[config.mk]
export PLATFORM = sky130hd
export DESIGN_NAME = matmul_tile_engine
export DESIGN_NICKNAME = d
export VERILOG_FILES = /design/src/rtl/matmul_pkg.sv /design/src/rtl/matmul_mac_lane.sv /design/src/rtl/matmul_tile_engine.sv
export SDC_FILE = /design/constraint.sdc
export NUM_CORES = 2
export LEC_CHECK = 0
export BUFFER_PORTS_ARGS = -buffer_cell sky130_fd_sc_hd__buf_2
export CAP_MARGIN = 20
export CORE_ASPECT_RATIO = 1.75
export CORE_UTILIZATION = 25
export DETAILED_ROUTE_END_ITERATION = 7
export GPL_ROUTABILITY_DRIVEN = 0
export GPL_TIMING_DRIVEN = 0
export MAX_ROUTING_LAYER = met4
export PLACE_DENSITY = 0.36
export SETUP_SLACK_MARGIN = 0.15
export SLEW_MARGIN = 15
export SYNTH_ARGS = -nofsm -noshare
export SYNTH_HDL_FRONTEND = slang
export SYNTH_SLANG_ARGS = --single-unit
[constraint.sdc]
create_clock -name clk -period 2.89 [get_ports clk]
set_input_delay 0.1445 -clock clk [delete_from_list [all_inputs] [get_ports clk]]
set_output_delay 0.1445 -clock clk [all_outputs]
set_load 0.005 [all_outputs]
[src/rtl/matmul_pkg.sv]
// Shared types and width helpers for the matmul tile engine.
package matmul_pkg;

    typedef enum logic [2:0] {
        IDLE,
        MAC,
        LAST,
        WRITE,
        DONE
    } state_t;

    // Address width for a memory of the given depth; never narrower than one bit.
    function automatic int addr_w(input int depth);
        return (depth <= 1) ? 1 : $clog2(depth);
    endfunction

    // C element width: full product plus log2(N) growth bits for the N-term sum.
    function automatic int c_width(input int dw, input int n);
        return 2 * dw + $clog2(n);
    endfunction

endpackage

[src/rtl/matmul_mac_lane.sv]
// One signed multiply-accumulate lane: loads the first product of a dot product, accumulates the rest.
module matmul_mac_lane
    import matmul_pkg::*;
#(
    parameter int DW = 8,
    parameter int CW = 19
) (
    input  logic                 clk,
    input  logic                 rst,
    input  logic                 vld_p0,
    input  logic                 load_p0,
    input  logic signed [DW-1:0] a_p0,
    input  logic signed [DW-1:0] b_p0,
    output logic signed [CW-1:0] acc_p1
);

    logic signed [2*DW-1:0] prod_p0;
    logic signed [CW-1:0]   prod_ext_p0;

    assign prod_p0     = a_p0 * b_p0;
    assign prod_ext_p0 = CW'(prod_p0);

    // p0 -> p1: RAM data to accumulator
    always_ff @(posedge clk or negedge rst) begin
        if (!rst) begin
            acc_p1 <= '0;
        end else if (vld_p0) begin
            acc_p1 <= load_p0 ? prod_ext_p0 : acc_p1 + prod_ext_p0;
        end
    end

endmodule

[src/rtl/matmul_tile_engine.sv]
// Signed NxN column-major matrix multiply C = A*B using LANES MAC lanes per tile.
// Optional MATMUL_PERF_COUNT_EN enables the cycle_total / cycle_compute counters.
module matmul_tile_engine
    import matmul_pkg::*;
#(
    parameter  int N     = 8,
    parameter  int DW    = 8,
    parameter  int LANES = 8,
    localparam int CW    = c_width(DW, N),
    localparam int AW_A  = addr_w(N * N / LANES),
    localparam int AW_C  = addr_w(N * N)
) (
    input  logic                  clk,
    input  logic                  rst,
    input  logic                  start,
    output logic                  busy,
    output logic                  done,
    output logic [AW_A-1:0]       a_addr,
    input  logic [LANES*DW-1:0]   a_rdata,
    output logic [AW_C-1:0]       b_addr,
    input  logic [DW-1:0]         b_rdata,
    output logic                  c_we,
    output logic [AW_C-1:0]       c_addr,
    output logic signed [CW-1:0]  c_wdata,
    output logic [15:0]           cycle_total,
    output logic [15:0]           cycle_compute
);

    localparam int KW      = addr_w(N);
    localparam int RBW     = addr_w(N / LANES);
    localparam int MW      = addr_w(LANES);
    localparam int RB_LAST = N / LANES - 1;

    state_t state, state_nxt;

    logic [KW-1:0]  k;
    logic [KW-1:0]  j;
    logic [RBW-1:0] rb;
    logic [MW-1:0]  m;
    logic [KW-1:0]  k_p0;
    logic           vld_p0;
    logic           load_p0;
    logic           k_last, m_last, rb_last, j_last;
    logic signed [CW-1:0] acc_p1 [LANES];

    assign k_last  = (k == KW'(N - 1));
    assign j_last  = (j == KW'(N - 1));
    assign rb_last = (rb == RBW'(RB_LAST));
    assign m_last  = (m == MW'(LANES - 1));

    always_ff @(posedge clk or negedge rst) begin
        if (!rst) begin
            state <= IDLE;
        end else begin
            state <= state_nxt;
        end
    end

    always_comb begin
        state_nxt = state;
        case (state)
            IDLE:    if (start) state_nxt = MAC;
            MAC:     if (k_last) state_nxt = LAST;
            LAST:    state_nxt = WRITE;
            WRITE:   if (m_last) state_nxt = (j_last && rb_last) ? DONE : MAC;
            DONE:    state_nxt = IDLE;
            default: state_nxt = IDLE;
        endcase
    end

    always_comb begin
        busy    = (state == MAC) || (state == LAST) || (state == WRITE);
        done    = (state == DONE);
        c_we    = (state == WRITE);
        a_addr  = '0;
        b_addr  = '0;
        c_addr  = '0;
        c_wdata = '0;
        if (state == MAC) begin
            a_addr = AW_A'(int'(k) * (N / LANES) + int'(rb));
            b_addr = AW_C'(int'(k) + N * int'(j));
        end
        if (state == WRITE) begin
            c_addr  = AW_C'(int'(rb) * LANES + int'(m) + N * int'(j));
            c_wdata = acc_p1[m];
        end
    end

    // Tile sequencing: k walks the dot product, m the writeback, rb then j select the tile.
    always_ff @(posedge clk or negedge rst) begin
        if (!rst) begin
            k  <= '0;
            j  <= '0;
            rb <= '0;
            m  <= '0;
        end else begin
            case (state)
                IDLE: begin
                    if (start) begin
                        k  <= '0;
                        j  <= '0;
                        rb <= '0;
                        m  <= '0;
                    end
                end
                MAC: k <= k_last ? '0 : k + 1'b1;
                WRITE: begin
                    m <= m_last ? '0 : m + 1'b1;
                    if (m_last) begin
                        if (rb_last) begin
                            rb <= '0;
                            j  <= j_last ? '0 : j + 1'b1;
                        end else begin
                            rb <= rb + 1'b1;
                        end
                    end
                end
                default: ;
            endcase
        end
    end

    // p0: RAM read data returns one cycle after the address, tagged with its k
    always_ff @(posedge clk or negedge rst) begin
        if (!rst) begin
            vld_p0 <= 1'b0;
            k_p0   <= '0;
        end else begin
            vld_p0 <= (state == MAC);
            k_p0   <= k;
        end
    end

    assign load_p0 = (k_p0 == '0);

    for (genvar i = 0; i < LANES; i++) begin : g_lane
        matmul_mac_lane #(
            .DW(DW),
            .CW(CW)
        ) u_lane (
            .clk    (clk),
            .rst    (rst),
            .vld_p0 (vld_p0),
            .load_p0(load_p0),
            .a_p0   (a_rdata[i*DW +: DW]),
            .b_p0   (b_rdata),
            .acc_p1 (acc_p1[i])
        );
    end

`ifdef MATMUL_PERF_COUNT_EN
    logic [15:0] total_q;
    logic [15:0] compute_q;

    function automatic logic [15:0] sat_inc(input logic [15:0] v);
        return (v == 16'hFFFF) ? v : v + 16'd1;
    endfunction

    // Total spans MAC through DONE; compute covers only the MAC and LAST states.
    always_ff @(posedge clk or negedge rst) begin
        if (!rst) begin
            total_q   <= '0;
            compute_q <= '0;
        end else if (state == IDLE) begin
            if (start) begin
                total_q   <= '0;
                compute_q <= '0;
            end
        end else begin
            total_q <= sat_inc(total_q);
            if ((state == MAC) || (state == LAST)) compute_q <= sat_inc(compute_q);
        end
    end

    assign cycle_total   = total_q;
    assign cycle_compute = compute_q;
`else
    assign cycle_total   = 16'd0;
    assign cycle_compute = 16'd0;
`endif

endmodule

Word-level counts from Yosys, hierarchy flattened
Index checks and enable logic that the tools add are counted.

word-level totals
  output and inout bits = 69
  input bits = 75
  word-level logic and storage cells = 98
  flip-flop bits (word level) = 169

cells by class
  muxes and demuxes = 33
  equality and inequality tests = 11
  reductions and logical operators = 12
  bitwise logic cells = 2
  multipliers = 8
  $lt $le $gt $ge = 1
  add/subtract/negate cells = 16

operator list
  kind                                                                    number
  19-bit 2-to-1 mux                                                       11
  19-bit by 16-bit adder with 19-bit output                               8
  8-bit by 8-bit multiplier with 16-bit output                            8
  19-bit binary-select mux with 3-bit select                              1
  3-bit 2-to-1 mux                                                        11
  3-bit one-hot mux with 2 select lines                                   3
  3-bit equality test (second input constant)                             4
  6-bit 2-to-1 mux                                                        2
  3-bit one-hot mux with 4 select lines                                   1
  3-bit by 1-bit adder with 3-bit output (second input constant)          3
  3-bit by 6-bit adder with 6-bit output                                  1
  5-bit by 6-bit adder with 6-bit output                                  1
  3-bit by 2-bit equality test with 1-bit output (second input constant)  2
  3-bit logical NOT                                                       2
  2-bit != test (second input constant)                                   3
  3-bit AND reduction                                                     2
  4-bit by 3-bit adder with 5-bit output                                  1
  4-bit greater-or-equal comparator (second input constant)               1
  3-bit NOT with 4-bit output                                             1
  2-bit AND reduction                                                     2
  4-bit AND reduction                                                     1
  2-bit nonzero test                                                      2
  3-bit by 1-bit adder with 3-bit output                                  1
  3-bit by 1-bit equality test with 1-bit output (second input constant)  1
  7 further kinds                                                         10

Logic depth before layout (Yosys ltp)
  depth after elaboration = 5
  depth in mapped cells = 30

Cells and area by module
A second synthesis with hierarchy kept.

second synthesis, totals
  cells, all modules = 4198
  area, all modules = 36447.5 um2

by module, submodules not included
  module                                   times used  seq. area each (um2)  area each (um2)  cells each
  matmul_mac_lane at g_lane[1].u_lane ...  2           475.5                 4297.9           497
  matmul_mac_lane at g_lane[0].u_lane      1           475.5                 4297.9           496
  matmul_mac_lane at g_lane[6].u_lane      1           475.5                 4245.3           482
  matmul_mac_lane at g_lane[3].u_lane      1           475.5                 4240.3           493
  matmul_mac_lane at g_lane[5].u_lane      1           475.5                 4236.6           486
  matmul_mac_lane at g_lane[4].u_lane      1           475.5                 4200.3           482
  matmul_mac_lane at g_lane[7].u_lane      1           475.5                 4200.3           480
  matmul_tile_engine                       1           400.4                 2431.1           285

Worst setup path after synthesis
Ideal clock, no wire load.

  kind = in2reg
  from = input port b_rdata[2]
  to = register g_lane[2].u_lane.acc_p1[18]
  buffers on the path = 2
  setup slack = -2.956 ns
  cell stages on the path = 24
  arrival time = 5.759 ns
  library setup time = 0.087 ns
  cells stage by stage = clkbuf_1 > clkbuf_1 > nand2_1 > fa_1 > inv_1 > fa_1 > fa_1 > inv_1 > fa_1 > inv_1 > ha_1 > or3_1 > o2111ai_1 > o22ai_1 > o41ai_2 > xnor2_1 > ha_1 > inv_1 > nor3_1 > a311o_1 > a31oi_1 > or3_1 > o211ai_1 > a22oi_1

on the way
  cells in the longest elaborated chain, start to end = 3

ends and longest elaborated chain
  element                                         line                      text
  from (decl)                                     matmul_tile_engine.sv:21  input logic [DW-1:0] b_rdata,
  8-bit by 8-bit multiplier with 16-bit output *  matmul_mac_lane.sv:20     assign prod_p0 = a_p0 * b_p0;
  19-bit by 16-bit adder with 19-bit output       matmul_mac_lane.sv:28     acc_p1 <= load_p0 ? prod_ext_p0 : acc_p1 + prod_ext_p0;
  19-bit 2-to-1 mux *                             matmul_mac_lane.sv:28
  to (signal assigned)                            matmul_mac_lane.sv:28
  to (decl)                                       matmul_mac_lane.sv:14     output logic signed [CW-1:0] acc_p1

Every way passes the cells marked *; elsewhere a longest branch is shown, timed or not.
A chain may end at the register's enable or synchronous reset.

Worst setup path after layout
  from = input port b_rdata[4]
  to = register g_lane[3].u_lane.acc_p1[18]

on the way
  cells in the longest elaborated chain, start to end = 3

ends and longest elaborated chain
  element                                         line
  8-bit by 8-bit multiplier with 16-bit output *  matmul_mac_lane.sv:20
  19-bit by 16-bit adder with 19-bit output       matmul_mac_lane.sv:28
  19-bit 2-to-1 mux *                             matmul_mac_lane.sv:28
  to (signal assigned)                            matmul_mac_lane.sv:28
  to (decl)                                       matmul_mac_lane.sv:14

Marked as above.

==> impl_metrics.ini <==
[global_routing]
grt_antenna_before_repair = 19
grt_max_degree = 84
grt_pass1_wl_mm = 227
gr-total-overflow = 0
track_usage_pct = 22.9
grt_pass1_vias = 32700

[synth]
synth_most_common_cell = inv_1
synthTopCellsByCount = inv_1 (699), fa_1 (448), ha_1 (398), and2_1 (365), nor2_1 (321)
yosysSeqAreaShare_pct = 11.9
ys.flop_type = dfrtp_1
synth_area_leaders = fa_1 (25%), ha_1 (14%), dfrtp_1 (12%)
synth_top_area_share_pct = 25.3
yosysWarnings = 0
synth_cell_types = 80
yosysTopAreaCell = fa_1
synth_edf_count = 0
synth_cells = 4093
syn-cell-area_mm2 = 0.0354
synth-seq-cells = 168
syn_area_per_cell_um2 = 8.66
synthArstFlopShare_pct = 100

[critical_path]
crit_path_max_incr_delay_ps = 550
cp_top_family = adder cells
crit_type = input port to flip-flop
critical_path_required_ps = 3230
r2r-end = g_lane[4].u_lane.acc_p1[17]
crit_end = g_lane[3].u_lane.acc_p1[18]
cp_max_fo = 7
r2r-start = k_p0[2]
critPathLaunchType = input port
critPathMostFrequentCell = fa_1
worst_r2r_path_depth = 6
reg2reg_setup_slack_ps = -540
cp-end-kind = flip-flop
critPathArrivalTime_ps = 5850
critPathLaunch = b_rdata[4]
critPathSlowestCell = fa_1
cp_num_cells = 27
path_buf_inv = 7

[cts]
max-clock-path-buffers = 2
numClockSinks = 168
htreeDepth = 4
cts_made_buffers = 17
cts_tree = done
clock_latency_ps = 500
clk_transition_reported_paths_ps = 80
clockRootBuffer = clkbuf_16

[outcome]
failed_checks = negative setup slack
status = finished, violations left

[die]
rows = 182
chipWidth_um = 287
io_pins = 144
die_area_mm2 = 0.143
start_util_pct = 25.2
die_h_um = 500
core-area_mm2 = 0.141

[routing]
antenna_left = 0
post-route-drc-count = 0
wl_per_cell_um = 24.8
firstDrtPassIters = 5
vias = 30500
postRouteWirelength_mm = 159
drtIter0Drc = 1271
via_per_inst = 4.77

[worst_hold_path]
hp-class = input port to asynchronous set/reset pin

[sta]
setup_ws_ps = -2620
worst_pin_slew_ps = 1190
relSlewSlack_pct = 20.9
fin_crit_ps = 5510
setup_viol_count_final = 144
fin_skew_ps = 17.1
max_freq_mhz = 181
holdWs_ps = 17.8
hold_violations = 0
slew_viol_final = 0
rsz0062_at_grt = true
period_share_pct = 191

[cells_and_area]
syn2layout_area_growth_pct = 35.6
drive_above_1_share_pct = 29.1
final_core_util_pct = 34.2
nNetsFinal = 5444
fill_cells = 14600

[placement]
io_buffers = 105
dp_hpwl_mm = 128

[run]
drv_cap = 0
-- what timing repair did --
item                                   in CTS  in global routing
cloned                                      7                  0
setup endpoints to repair                 162                167
endpoints found under the hold margin      85                  0
hold buffers                                1                  0
setup buffers                             182                 72
resized for setup                         599                314
pin swaps                                 293                249
-- layout by cell type (no fill, tap or decap), types with 28 or more instances in the layout --
| cell | n |
|---|---|
| dfrtp_1 | 168 |
| a21oi_2 | 67 |
| nand2_1 | 214 |
| inv_2 | 66 |
| buf_2 | 105 |
| ha_1 | 237 |
| nor3_1 | 34 |
| ha_4 | 139 |
| nor2_1 | 277 |
| clkbuf_1 | 58 |
| xnor2_4 | 34 |
| buf_4 | 214 |
| xnor2_1 | 99 |
| and2_1 | 327 |
| o21ai_0 | 30 |
| fa_1 | 431 |
| inv_1 | 629 |
| mux2i_1 | 38 |
| mux4_2 | 38 |
| xor2_1 | 43 |
| a21oi_1 | 196 |
| conb_1 | 32 |
| o21ai_2 | 35 |
| buf_6 | 64 |
| nor2b_1 | 58 |
| clkbuf_16 | 51 |
| xnor2_2 | 35 |
| and2_4 | 38 |
| a21o_1 | 62 |
| a31oi_1 | 32 |
| nor2_2 | 28 |
-- per-layer routing --
layer  wire length [µm]  track usage [%]  vias to the layer above
met5                  0                -                        -
met3               3150             1.56                      246
met2              90500             44.6                      542
met4               7520             9.67                        0
met1              57500             23.1                    15700
li1                   -                -                    14000
-- per-stage QoR --
stage | TNS (ps) | setup WS (ps) | std cells | area [µm²]
floorplan | -196480 | -2520 | 4124 | 37000
global placement | -782320 | -5560 | 6069 | 39800
detailed placement | -424720 | -5220 | 6080 | 40000
CTS | -211410 | -2660 | 6301 | 45900
global route | -233310 | -2810 | 6380 | 48000
finish | -211720 | -2620 | 6384 | 48000
-- how the worst min path moves through the flow --
stage,from,to,depth (start not counted),slack [ps]
final,rst,g_lane[5].u_lane.acc_p1[10],2,20
after global routing,rst,g_lane[5].u_lane.acc_p1[11],2,20
after CTS,rst,g_lane[5].u_lane.acc_p1[10],2,7
after detailed placement,rst,g_lane[5].u_lane.acc_p1[11],1,-50
after global placement,k[1],k_p0[1],0,430
after floorplan,rst,g_lane[0].u_lane.acc_p1[0],0,-150
-- registers in the layout (all words and copies together) (netlist names) --
name                  cells
g_lane.u_lane.acc_p1    152
j                         3
k                         3
k_p0                      3
m                         3
state                     3
vld_p0                    1
-- final cells by class --
cell class | instances | area [µm²] | area share [%]
sequential | 168 | 4200 | 8.75
timing repair buffer | 380 | 3260 | 6.78
buffer | 171 | 1720 | 3.57
tap | 1840 | 2300 | 4.79
clock buffer | 20 | 447 | 0.930
inverter | 700 | 2650 | 5.52
antenna | 9 | 22.5 | 0.0469
clock inverter | 11 | 219 | 0.456
multi-input combinational | 3085 | 33200 | 69.1
-- cells by family (layout without fill, tap and decap cells) --
| group | Yosys count | count (layout) | synth area share [%] |
|---|---|---|---|
| DFF | 168 | 168 | 11.9 |
| buffers and inverters | 871 | 1282 | 9.60 |
| other | 1 | 41 | 0.0106 |
| xor gates and xnor gates | 233 | 233 | 5.78 |
| adders and majority gates | 846 | 846 | 39.4 |
| and+or+nand+nor | 1176 | 1176 | 16.7 |
| muxes | 97 | 97 | 4.15 |
| AOI/OAI and AO/OA | 701 | 701 | 12.5 |
Power is left out: the tool's default activity adds up to more than one toggle a clock period on the data nets, which glitch-free logic cannot reach.
